<file path="config.mk">
export PLATFORM = sky130hd
export DESIGN_NAME = des_key_sched_flat
export DESIGN_NICKNAME = d
export VERILOG_FILES = /design/src/rtl/des_pkg.sv /design/src/rtl/des_key_sched_if.sv /design/src/rtl/des_key_sched_pc1.sv /design/src/rtl/des_key_sched_pc2.sv /design/src/rtl/des_key_sched.sv /design/src/flat_wrapper.sv
export SDC_FILE = /design/constraint.sdc
export NUM_CORES = 1
export LEC_CHECK = 0
export BUFFER_PORTS_ARGS = -buffer_cell sky130_fd_sc_hd__buf_2
export CORE_UTILIZATION = 57
export DETAILED_ROUTE_END_ITERATION = 10
export PLACE_DENSITY = 0.79
export RECOVER_POWER = 100
export SYNTH_ARGS = -nofsm -noshare
export SYNTH_HDL_FRONTEND = slang
export SYNTH_SLANG_ARGS = --single-unit
</file>
<file path="constraint.sdc">
create_clock -name clk -period 4.7 [get_ports clk]
set_input_delay 0.235 -clock clk [delete_from_list [all_inputs] [get_ports clk]]
set_output_delay 0.235 -clock clk [all_outputs]
set_load 0.05 [all_outputs]
</file>
<file path="src/rtl/des_pkg.sv">
`default_nettype none
// +--------------------------------------------------------------------------+
// | des_pkg : DES key-schedule tables, types and permutation helpers         |
// | Rev 1.0                                                                  |
// +--------------------------------------------------------------------------+
package des_pkg;

  typedef logic [55:0] cd_t;
  typedef logic [47:0] subkey_t;

  typedef enum logic [0:0] {
    ST_IDLE = 1'b0,
    ST_EMIT = 1'b1
  } state_t;

  // Table entries use DES numbering: entry n selects DES bit n (MSB = bit 1).
  localparam int PC1_TAB [56] = '{
    57, 49, 41, 33, 25, 17,  9,  1, 58, 50, 42, 34, 26, 18,
    10,  2, 59, 51, 43, 35, 27, 19, 11,  3, 60, 52, 44, 36,
    63, 55, 47, 39, 31, 23, 15,  7, 62, 54, 46, 38, 30, 22,
    14,  6, 61, 53, 45, 37, 29, 21, 13,  5, 28, 20, 12,  4};

  localparam int PC2_TAB [48] = '{
    14, 17, 11, 24,  1,  5,  3, 28, 15,  6, 21, 10,
    23, 19, 12,  4, 26,  8, 16,  7, 27, 20, 13,  2,
    41, 52, 31, 37, 47, 55, 30, 40, 51, 45, 33, 48,
    44, 49, 39, 56, 34, 53, 46, 42, 50, 36, 29, 32};

  localparam int SHIFT_SCHED [16] = '{1, 1, 2, 2, 2, 2, 2, 2, 1, 2, 2, 2, 2, 2, 2, 1};

  function automatic cd_t pc1_f(input logic [63:0] key);
    cd_t cd;
    for (int i = 0; i < 56; i++) cd[6'(55 - i)] = key[6'(64 - PC1_TAB[i])];
    return cd;
  endfunction

  function automatic subkey_t pc2_f(input cd_t cd);
    subkey_t sk;
    for (int i = 0; i < 48; i++) sk[6'(47 - i)] = cd[6'(56 - PC2_TAB[i])];
    return sk;
  endfunction

  function automatic logic [27:0] rotl28(input logic [27:0] v, input int s);
    return (v << s) | (v >> (28 - s));
  endfunction

  function automatic logic [27:0] rotr28(input logic [27:0] v, input int s);
    return (v >> s) | (v << (28 - s));
  endfunction

  function automatic cd_t cd_rotl(input cd_t cd, input int s);
    return {rotl28(cd[55:28], s), rotl28(cd[27:0], s)};
  endfunction

  function automatic cd_t cd_rotr(input cd_t cd, input int s);
    return {rotr28(cd[55:28], s), rotr28(cd[27:0], s)};
  endfunction

  // Encrypt starts at K1 (first shift applied); decrypt starts at K16,
  // whose cumulative rotation of 28 equals the unrotated PC-1 value.
  function automatic cd_t cd_first(input cd_t cd, input logic dec);
    return dec ? cd : cd_rotl(cd, SHIFT_SCHED[0]);
  endfunction

  function automatic logic odd_parity_ok(input logic [63:0] key);
    logic ok;
    ok = 1'b1;
    for (int b = 0; b < 8; b++) ok = ok & (^key[b*8 +: 8]);
    return ok;
  endfunction

endpackage
`default_nettype wire

</file>
<file path="src/rtl/des_key_sched_if.sv">
`default_nettype none
// +--------------------------------------------------------------------------+
// | des_key_sched_if : key-load and subkey-stream handshakes                 |
// | Optional par_err signal with DES_KS_PARITY_CHK_EN.  Rev 1.0              |
// +--------------------------------------------------------------------------+
interface des_key_sched_if #(
  parameter int NUM_KEYS = 1,
  parameter int KIDX_W   = 2
);
  import des_pkg::*;

  logic                    key_valid;
  logic                    key_ready;
  logic [64*NUM_KEYS-1:0]  key_in;
  logic [NUM_KEYS-1:0]     key_dec;
  logic                    flush;
  logic                    subkey_valid;
  logic                    subkey_ready;
  subkey_t                 subkey;
  logic [3:0]              subkey_rnd;
  logic [KIDX_W-1:0]       subkey_kidx;
  logic                    subkey_last;
`ifdef DES_KS_PARITY_CHK_EN
  logic                    par_err;
`endif

  modport master (
    output key_valid, key_in, key_dec, flush, subkey_ready,
`ifdef DES_KS_PARITY_CHK_EN
    input  par_err,
`endif
    input  key_ready, subkey_valid, subkey, subkey_rnd, subkey_kidx, subkey_last
  );

  modport slave (
    input  key_valid, key_in, key_dec, flush, subkey_ready,
`ifdef DES_KS_PARITY_CHK_EN
    output par_err,
`endif
    output key_ready, subkey_valid, subkey, subkey_rnd, subkey_kidx, subkey_last
  );

endinterface
`default_nettype wire

</file>
<file path="src/rtl/des_key_sched_pc1.sv">
`default_nettype none
// +--------------------------------------------------------------------------+
// | des_pc1 : combinational PC-1, 64-bit key to 56-bit C/D                   |
// | Rev 1.0                                                                  |
// +--------------------------------------------------------------------------+
module des_pc1
  import des_pkg::*;
(
  input  logic [63:0] key_i,
  output cd_t         cd_o
);
  assign cd_o = pc1_f(key_i);
endmodule
`default_nettype wire

</file>
<file path="src/rtl/des_key_sched_pc2.sv">
`default_nettype none
// +--------------------------------------------------------------------------+
// | des_pc2 : combinational PC-2, 56-bit C/D to 48-bit subkey                |
// | Rev 1.0                                                                  |
// +--------------------------------------------------------------------------+
module des_pc2
  import des_pkg::*;
(
  input  cd_t     cd_i,
  output subkey_t subkey_o
);
  assign subkey_o = pc2_f(cd_i);
endmodule
`default_nettype wire

</file>
<file path="src/rtl/des_key_sched.sv">
`default_nettype none
// +--------------------------------------------------------------------------+
// | des_key_sched : sequential DES/3DES key schedule, one subkey per cycle   |
// | Optional odd-parity key check with DES_KS_PARITY_CHK_EN.  Rev 1.0        |
// +--------------------------------------------------------------------------+
module des_key_sched
  import des_pkg::*;
#(
  parameter int NUM_KEYS = 1,
  parameter int KIDX_W   = 2
) (
  input  logic            clk,
  input  logic            rst_n,
  des_key_sched_if.slave  bus
);

  state_t                 state_q, state_d;
  cd_t                    cd_q, cd_d;
  logic [3:0]             rnd_q, rnd_d;
  logic [KIDX_W-1:0]      kidx_q, kidx_d;
  logic [64*NUM_KEYS-1:0] key_q, key_d;
  logic [NUM_KEYS-1:0]    dec_q, dec_d;

  cd_t  load_cd, nxt_cd;
  cd_t  pc1_cd [NUM_KEYS];
  logic load_hs, sk_hs, par_ok, cur_dec, nxt_dec, last_rnd, last_key;

  des_pc1 u_pc1_in (.key_i(bus.key_in[63:0]), .cd_o(load_cd));

  for (genvar k = 0; k < NUM_KEYS; k++) begin : g_pc1
    des_pc1 u_pc1 (.key_i(key_q[64*k +: 64]), .cd_o(pc1_cd[k]));
  end

  des_pc2 u_pc2 (.cd_i(cd_q), .subkey_o(bus.subkey));

`ifdef DES_KS_PARITY_CHK_EN
  logic                par_err_q, par_err_d;
  logic [NUM_KEYS-1:0] par_ok_k;
  for (genvar k = 0; k < NUM_KEYS; k++) begin : g_par
    assign par_ok_k[k] = odd_parity_ok(bus.key_in[64*k +: 64]);
  end
  assign par_ok    = &par_ok_k;
  assign par_err_d = load_hs & ~par_ok & ~bus.flush;
`else
  assign par_ok = 1'b1;
`endif

  assign load_hs  = bus.key_valid & bus.key_ready;
  assign sk_hs    = bus.subkey_valid & bus.subkey_ready;
  assign last_rnd = (rnd_q == 4'd15);
  assign last_key = (int'(kidx_q) == NUM_KEYS - 1);

  // Direction of the active key and PC-1/direction of the one after it.
  always_comb begin
    cur_dec = 1'b0;
    nxt_dec = 1'b0;
    nxt_cd  = '0;
    for (int k = 0; k < NUM_KEYS; k++) begin
      if (k == int'(kidx_q)) cur_dec = dec_q[k];
      if (k == int'(kidx_q) + 1) begin
        nxt_dec = dec_q[k];
        nxt_cd  = pc1_cd[k];
      end
    end
  end

  always_ff @(posedge clk) begin : state_reg
    if (!rst_n) begin
      state_q <= ST_IDLE;
      cd_q    <= '0;
      rnd_q   <= '0;
      kidx_q  <= '0;
      key_q   <= '0;
      dec_q   <= '0;
`ifdef DES_KS_PARITY_CHK_EN
      par_err_q <= 1'b0;
`endif
    end else begin
      state_q <= state_d;
      cd_q    <= cd_d;
      rnd_q   <= rnd_d;
      kidx_q  <= kidx_d;
      key_q   <= key_d;
      dec_q   <= dec_d;
`ifdef DES_KS_PARITY_CHK_EN
      par_err_q <= par_err_d;
`endif
    end
  end

  always_comb begin : next_state
    state_d = state_q;
    cd_d    = cd_q;
    rnd_d   = rnd_q;
    kidx_d  = kidx_q;
    key_d   = key_q;
    dec_d   = dec_q;
    if (bus.flush) begin
      state_d = ST_IDLE;
      rnd_d   = '0;
      kidx_d  = '0;
    end else begin
      case (state_q)
        ST_IDLE: begin
          if (load_hs && par_ok) begin
            state_d = ST_EMIT;
            key_d   = bus.key_in;
            dec_d   = bus.key_dec;
            cd_d    = cd_first(load_cd, bus.key_dec[0]);
            rnd_d   = '0;
            kidx_d  = '0;
          end
        end
        ST_EMIT: begin
          if (sk_hs) begin
            if (!last_rnd) begin
              rnd_d = rnd_q + 4'd1;
              cd_d  = cur_dec ? cd_rotr(cd_q, SHIFT_SCHED[4'd15 - rnd_q])
                              : cd_rotl(cd_q, SHIFT_SCHED[rnd_q + 4'd1]);
            end else if (!last_key) begin
              kidx_d = kidx_q + KIDX_W'(1);
              rnd_d  = '0;
              cd_d   = cd_first(nxt_cd, nxt_dec);
            end else begin
              state_d = ST_IDLE;
              rnd_d   = '0;
              kidx_d  = '0;
            end
          end
        end
        default: state_d = ST_IDLE;
      endcase
    end
  end

  always_comb begin : outputs
    bus.key_ready    = (state_q == ST_IDLE);
    bus.subkey_valid = (state_q == ST_EMIT);
    bus.subkey_rnd   = rnd_q;
    bus.subkey_kidx  = kidx_q;
    bus.subkey_last  = last_key & last_rnd & (state_q == ST_EMIT);
`ifdef DES_KS_PARITY_CHK_EN
    bus.par_err      = par_err_q;
`endif
  end

endmodule
`default_nettype wire

</file>
<file path="src/flat_wrapper.sv">
// flat-port wrapper written by rule: the top's interface ports become plain ports
module des_key_sched_flat import des_pkg::*;
#(
  parameter int NUM_KEYS = 1,
  parameter int KIDX_W   = 2
)
  (clk, rst_n, bus_key_valid, bus_key_in, bus_key_dec, bus_flush, bus_subkey_ready, bus_key_ready, bus_subkey_valid, bus_subkey, bus_subkey_rnd, bus_subkey_kidx, bus_subkey_last);
  des_key_sched_if #(.NUM_KEYS(NUM_KEYS), .KIDX_W(KIDX_W)) bus_i ();
  input  logic clk;
  input  logic rst_n;
  input wire logic [$bits(bus_i.key_valid)-1:0] bus_key_valid;
  input wire logic [$bits(bus_i.key_in)-1:0] bus_key_in;
  input wire logic [$bits(bus_i.key_dec)-1:0] bus_key_dec;
  input wire logic [$bits(bus_i.flush)-1:0] bus_flush;
  input wire logic [$bits(bus_i.subkey_ready)-1:0] bus_subkey_ready;
  output wire logic [$bits(bus_i.key_ready)-1:0] bus_key_ready;
  output wire logic [$bits(bus_i.subkey_valid)-1:0] bus_subkey_valid;
  output wire logic [$bits(bus_i.subkey)-1:0] bus_subkey;
  output wire logic [$bits(bus_i.subkey_rnd)-1:0] bus_subkey_rnd;
  output wire logic [$bits(bus_i.subkey_kidx)-1:0] bus_subkey_kidx;
  output wire logic [$bits(bus_i.subkey_last)-1:0] bus_subkey_last;
  assign bus_i.key_valid = bus_key_valid;
  assign bus_i.key_in = bus_key_in;
  assign bus_i.key_dec = bus_key_dec;
  assign bus_i.flush = bus_flush;
  assign bus_i.subkey_ready = bus_subkey_ready;
  assign bus_key_ready = bus_i.key_ready;
  assign bus_subkey_valid = bus_i.subkey_valid;
  assign bus_subkey = bus_i.subkey;
  assign bus_subkey_rnd = bus_i.subkey_rnd;
  assign bus_subkey_kidx = bus_i.subkey_kidx;
  assign bus_subkey_last = bus_i.subkey_last;
  des_key_sched #(.NUM_KEYS(NUM_KEYS), .KIDX_W(KIDX_W)) u_core (.clk(clk), .rst_n(rst_n), .bus(bus_i));
endmodule
</file>
Word level (Yosys, flattened, before mapping)
Memories as Yosys holds them, arrays and structs flattened.
Cells that the tools add are included.
{ "totals": {"wordCells": 81, "rom_bits": 1024, "register_bits": 93, "out_inout_bits": 57, "mem_count": 2} }
{ "classes": {"n_lt_le_gt_ge": 2, "mux": 29, "bitwise": 16, "n_shift": 8, "reduce_logical": 7, "addsub": 6, "eq_ne": 5} }
{ "mem_list": {"columns": ["memory", "words", "width", "read_ports", "rd_clocked_by_memory_dff", "write_ports", "line", "rtl"], "rows": [
  ["(name not given)", 16, 32, 1, 0, 0, "des_key_sched.sv:118", "cd_d = cur_dec ? cd_rotr(cd_q, SHIFT_SCHED[4'd15 - rnd_q])"],
  ["(name not given)", 16, 32, 1, 0, 0, "des_key_sched.sv:119", ": cd_rotl(cd_q, SHIFT_SCHED[rnd_q + 4'd1]);"]
]} }
{ "op_table": {"columns": ["cell", "count"], "rows": [
  ["$mux W56", 7],
  ["$mux W32", 4],
  ["$shl A28 B32 Y28", 4],
  ["$shr A28 B32 Y28", 4],
  ["$or A28 B28 Y28", 4],
  ["$pmux W56 S2", 1],
  ["$or A28 B1 Y28", 3],
  ["$sub A6 B32 Y32 const A", 2],
  ["$mux W33", 1],
  ["$logic_not A32 Y1", 1],
  ["$mux W4", 3],
  ["$ge A5 B5 Y1 const B", 2],
  ["$not A4 Y5", 2],
  ["$mux W2", 4],
  ["$pmux W4 S2", 1],
  ["$mux W1", 6],
  ["$ne A2 B2 Y1 const B", 3],
  ["$reduce_and A3 Y1", 2],
  ["$add A4 B1 Y4 const B", 1],
  ["$and A1 B1 Y1", 4],
  ["$eq A4 B4 Y1 const B", 1],
  ["$pmux W2 S2", 1],
  ["$reduce_and A4 Y1", 1],
  ["$sub A4 B4 Y4 const A", 1],
  ["8 further kinds", 10]
]} }

Depth between registers and ports, before layout
{ "depth": {"word_depth": 12, "depth_mapped": 14, "depth_no_buf": 12} }

Hierarchy
A second synthesis with hierarchy kept.
{ "unflattened": {"cells_unflattened": 1676, "hier_area_um2": 12150.4} }
{ "by_module_without_submodules": {"columns": ["mod", "area_each_um2", "instances", "seq_area_each_um2", "cells_per_inst"], "rows": [
  ["des_key_sched", 10938.0, 1, 2562.5, 1513],
  ["des_pc1", 424.2, 2, 0.0, 57],
  ["des_pc2", 364.1, 1, 0.0, 49]
]} }

Worst setup path after synthesis
No wires, ideal clock.
{ "synth_path": {"kind": "reg-to-reg", "from": "register u_core.rnd_q[0], in the netlist u_core.bus.subkey_rnd[0]", "to": "register u_core.cd_q[28]", "path_buffers": 2, "arrival_time_ps": 3523, "slack_ps": 1061, "setup_ps": 116, "path_stages_with_launch": 14, "cell_sequence": "dfxtp_1 > inv_1 > ha_1 > mux2i_1 > o21a_1 > buf_4 > inv_1 > buf_2 > ha_1 > a32o_1 > a311o_1 > a221o_1 > a2111o_1 > o211a_1"} }
{ "synth_via": {"elab_chain_cells": 12, "word_cells_on_any_way": 25} }
{ "synth_rtl": {"columns": ["item", "line", "rtl"], "rows": [
  ["from (decl)", "des_key_sched.sv:19", "logic [3:0] rnd_q, rnd_d;"],
  ["from (signal assigned)", "des_key_sched.sv:81", "rnd_q <= rnd_d;"],
  ["$add A4 B1 Y4 / $sub A4 B4 Y4 (equally long branches)", "des_key_sched.sv:119, des_key_sched.sv:118", null],
  ["$not A4 Y5, on equally long branches", "des_key_sched.sv:119, des_key_sched.sv:118", null],
  ["$mem_v2 Z16 W32, on equally long branches", null, null],
  ["$mux W32, on equally long branches (2 in a row)", "des_key_sched.sv:119, des_key_sched.sv:118", null],
  ["$sub A6 B32 Y32, on equally long branches", "des_pkg.sv:44, des_pkg.sv:48", null],
  ["$shr A28 B32 Y28 / $shl A28 B32 Y28 (equally long branches)", "des_pkg.sv:44, des_pkg.sv:48", null],
  ["$or A28 B28 Y28, on equally long branches", "des_pkg.sv:44, des_pkg.sv:48", null],
  ["$mux W56", "des_key_sched.sv:118", null],
  ["$mux W56", "des_key_sched.sv:116", "if (!last_rnd) begin"],
  ["$mux W56", "des_key_sched.sv:115", "if (sk_hs) begin"],
  ["$pmux W56 S2", "des_key_sched.sv:103", "case (state_q)"],
  ["to (signal assigned)", "des_key_sched.sv:70", "cd_q <= '0;"],
  ["to (signal assigned)", "des_key_sched.sv:80", "cd_q <= cd_d;"],
  ["to (decl)", "des_key_sched.sv:18", "cd_t cd_q, cd_d;"]
]} }
Several ways; a longest one is shown, not always the timed one. The select of a mux whose other input is x is not followed.
A chain may end at the register's enable or synchronous reset.

Worst setup path after layout
{ "layout_path": {"from": "register u_core.rnd_q[0], in the netlist u_core.bus.subkey_rnd[0]", "to": "register u_core.cd_q[39]"} }
The elaborated chain is that of the path after synthesis.

==> impl_metrics.tcl <==
set metrics [dict create \
    max_stage_delay_ns 1.28 \
    synth_edf_count 0 \
    synthTopCellsByArea "dfxtp_1, nand2_1, mux2i_1" \
    die_area_sq_mm 0.01172 \
    drc 0 \
    path_cells "inv_1 -> ha_1 -> nor4_1 -> or3_1 -> clkbuf_1 -> nand2_1 -> nand3_1 -> a32o_1" \
    ios 127 \
    synthAdderAreaFrac_pct 1.750 \
    min_path_type "in -> reg" \
    core_area_sq_mm 0.01094 \
    ys_ff_latch 80 \
    min-delay-start "bus_key_in[28]" \
    root_buffer "clkbuf_16" \
    async_flop_share_pct 0 \
    die_y_microns 108.3 \
    antenna_found_initial 0 \
    cts-resized-gates 0 \
    finalWirelength_microns 18460 \
    fin_crit_sh_pct 82.93 \
    pre_cts_ws_ns 1.169 \
    holdPathStages 3 \
    vias 6659 \
    syn_area_sq_mm 0.006436 \
    cp-start-kind "flop" \
    ys_seq_area_share_pct 24.88 \
    grt_max_degree 66 \
    synthDistinctLibCells 65 \
    post_drt_wl_per_cell_microns 18.70 \
    clock_latency_ns 0.35 \
    overflow 0 \
    tightest_slew_ns 1.603 \
    crit_arrival_ns 4.18 \
    postSynthCellCount 861 \
    post-route-min-period_ns 3.898 \
    tns_ns 0 \
    clk_pin_slew_ns 0.06 \
    slowest_stage "or3_1" \
    grt_pass1_vias 6013 \
    violations "max-capacitance violations, max-slew violations" \
    initialDrtViolationCount 816 \
    place_inst 972 \
    grt_usage_pct 31.99 \
    cts_setup_buffers 0 \
    drtPass1Iterations 6 \
    ys.flop_type "dfxtp_1" \
    portBuffers 56 \
    fin_ws_ns 0.8023 \
    critPathBufInv 2 \
    yosys.area_share.simple_pct 22.63 \
    area_growth_pct 2.974 \
    grt_pass1_wl_microns 29890 \
    vdd_drop_max_mv 0.1737 \
    place_congestion 0.9293 \
    slew-limit-headroom_pct -6.878 \
    tritoncts "built" \
    r2r_slack_ns 0.80 \
    max_cap_violations 1 \
    initial_core_util_pct 58.86 \
    routed_via_density 6.747 \
    cts_max_path_buffers 2 \
    worst-path-max-fanout 38 \
    design_area_sq_mm 0.006628 \
    hold_buffers 0 \
    clock-sinks 80 \
    yosysWarnings 0 \
    leakage_nw 2.481 \
    drive_gt1_share_pct 9.091 \
    max_freq_mhz 256.6 \
    diodes 0 \
    htreeDepth 3 \
    synth_xor_area_share_pct 0 \
    synth.top_cell.area_share_pct 24.88 \
    status "finished, violations left" \
    placementRows 38 \
    die_w_microns 108.3 \
    drt.antenna.violating_nets 0 \
    dp_hpwl_microns 12120 \
    endpoint_kind "flop" \
    crit_type "reg -> reg" \
    timing.rr.end "u_core.cd_q[39]" \
    synth_top_family_by_area "compound AO/OA/AOI/OAI gates" \
    setup_viol_count_final 0 \
    skew_ns 0.01077 \
    numCtsBuffers 9 \
    place_area_sq_mm 0.006394 \
    final_max_slew_viol_count 39 \
    whs_endpoint "u_core.key_q[28]" \
    synth-compound-area-share_pct 25.70 \
    instances_no_fill 987 \
    cp_data_required_time_ns 4.98 \
    finalHoldViolations 0 \
    critPathTopFamily "simple AND/OR/NAND/NOR gates" \
    muxShareOfSynthArea_pct 13.51 \
    r2r-start "u_core.bus.subkey_rnd[0]" \
    whs_ns 0.1601 \
    powerDensity_mw_per_mm2 264.2 \
    rr_worst_depth 8 \
    nNetsFinal 922 \
    avgSynthCellArea_sq_um 7.475 \
    yosysTopAreaCell "dfxtp_1" \
    rsz0062_at_grt "false" \
]
[through the flow]
| step | util (%) | power (mW) |
|---|---|---|
| 2_1_floorplan | - | 1.005 |
| 3_3_place_gp | 58.47 | 1.045 |
| 3_5_place_dp | 58.47 | 1.053 |
| 4_1_cts | 61.11 | 1.746 |
| 5_1_grt | 60.61 | 1.812 |
| 6_report | 60.61 | 1.751 |
[tightest hold or removal path, delay by kind of cell]
family | cells | cell delay (ns)
AND/OR/NAND/NOR | 1 | 0.05
AO/OA/AOI/OAI | 1 | 0.06
buffers and inverters | 1 | 0.12
[routing by layer]
layer	track usage [%]	share of wire, %	vias up
li1	-	-	3035
met1	42.86	41	3187
met2	50.68	46	377
met3	4.762	9.0	60
met4	14.58	3.4	0
met5	0	0	-
[kinds of logic (layout without fill, tap and decap cells)]
group / Yosys count / in the layout
buffers and inverters: 129 / 94
and+or+nand+nor: 342 / 342
muxes: 81 / 81
AOI/OAI and AO/OA: 219 / 219
other: 1 / 22
adders and majority gates: 9 / 9
DFF: 80 / 80
[synthesized netlist by cell type (4+ instances only)]
| cell | n |
|---|---|
| nor2_1 | 47 |
| a22oi_1 | 24 |
| and3_1 | 5 |
| o21ai_0 | 25 |
| buf_2 | 23 |
| mux2i_1 | 61 |
| o22ai_1 | 4 |
| a22o_1 | 6 |
| nand2b_1 | 5 |
| a21boi_0 | 19 |
| a21oi_1 | 27 |
| nor3_1 | 11 |
| ha_1 | 9 |
| dfxtp_1 | 80 |
| a32oi_1 | 12 |
| a32o_1 | 35 |
| nand3_1 | 49 |
| clkbuf_1 | 39 |
| o221ai_1 | 6 |
| nand2_1 | 202 |
| mux2_2 | 17 |
| a311oi_1 | 4 |
| buf_4 | 55 |
| inv_1 | 8 |
| a221oi_1 | 10 |
| a31oi_1 | 16 |
[where the power goes]
part	internal (mW)	total (mW)	switching, mW
Combinational	0.0870	0.305	0.218
Clock	0.423	0.709	0.286
Sequential	0.700	0.737	0.0378
Total	1.21	1.75	0.542
[sequential cells by signal (all words and copies together), names as in the netlist]
name,flops
u_core.bus.subkey_kidx,2
u_core.key_q,16
u_core.dec_q,1
u_core.cd_q,56
u_core.bus.subkey_valid,1
u_core.bus.subkey_rnd,4
[cells in the final DEF, fill, tap and decap left out, drive strengths merged, types with 3 or more instances in the layout]
cell,instances
o21a,3
nand3,49
mux2,17
ha,9
a311oi,4
dfxtp,80
buf,32
clkbuf,50
and3,5
mux4,3
conb,22
nor3,12
mux2i,61
a211oi,3
a22o,6
a21oi,27
nand2b,5
o21ai,29
o211ai,3
nor2,48
nand2,202
or2,4
or3,3
a22oi,24
a21boi,19
a31oi,16
o22ai,4
a32o,35
inv,9
a32oi,12
a221oi,10
o221ai,6
[worst max-delay path by stage]
| stage | start | endpoint | slack (ns) | depth (start not counted) |
|---|---|---|---|---|
| floorplan | u_core.bus.subkey_rnd[0] | u_core.cd_q[28] | 1.06 | 13 |
| global placement | u_core.bus.subkey_rnd[0] | u_core.cd_q[28] | 1.26 | 11 |
| detailed placement | u_core.bus.subkey_rnd[0] | u_core.cd_q[28] | 1.17 | 11 |
| CTS | u_core.bus.subkey_rnd[0] | u_core.cd_q[28] | 1.14 | 11 |
| global route | u_core.bus.subkey_rnd[0] | u_core.cd_q[7] | 0.55 | 8 |
| finish | u_core.bus.subkey_rnd[0] | u_core.cd_q[39] | 0.80 | 8 |
[layout make-up]
type | count | area, sq um
clock buffer | 12 | 246.5
sequential | 80 | 1602
multi-input combinational | 673 | 4197
clock inverter | 3 | 42.54
timing repair buffer | 70 | 331.6
fill | 986 | 4308
tap | 140 | 175.2
inverter | 9 | 33.78
(Power assumes the default switching activity.)
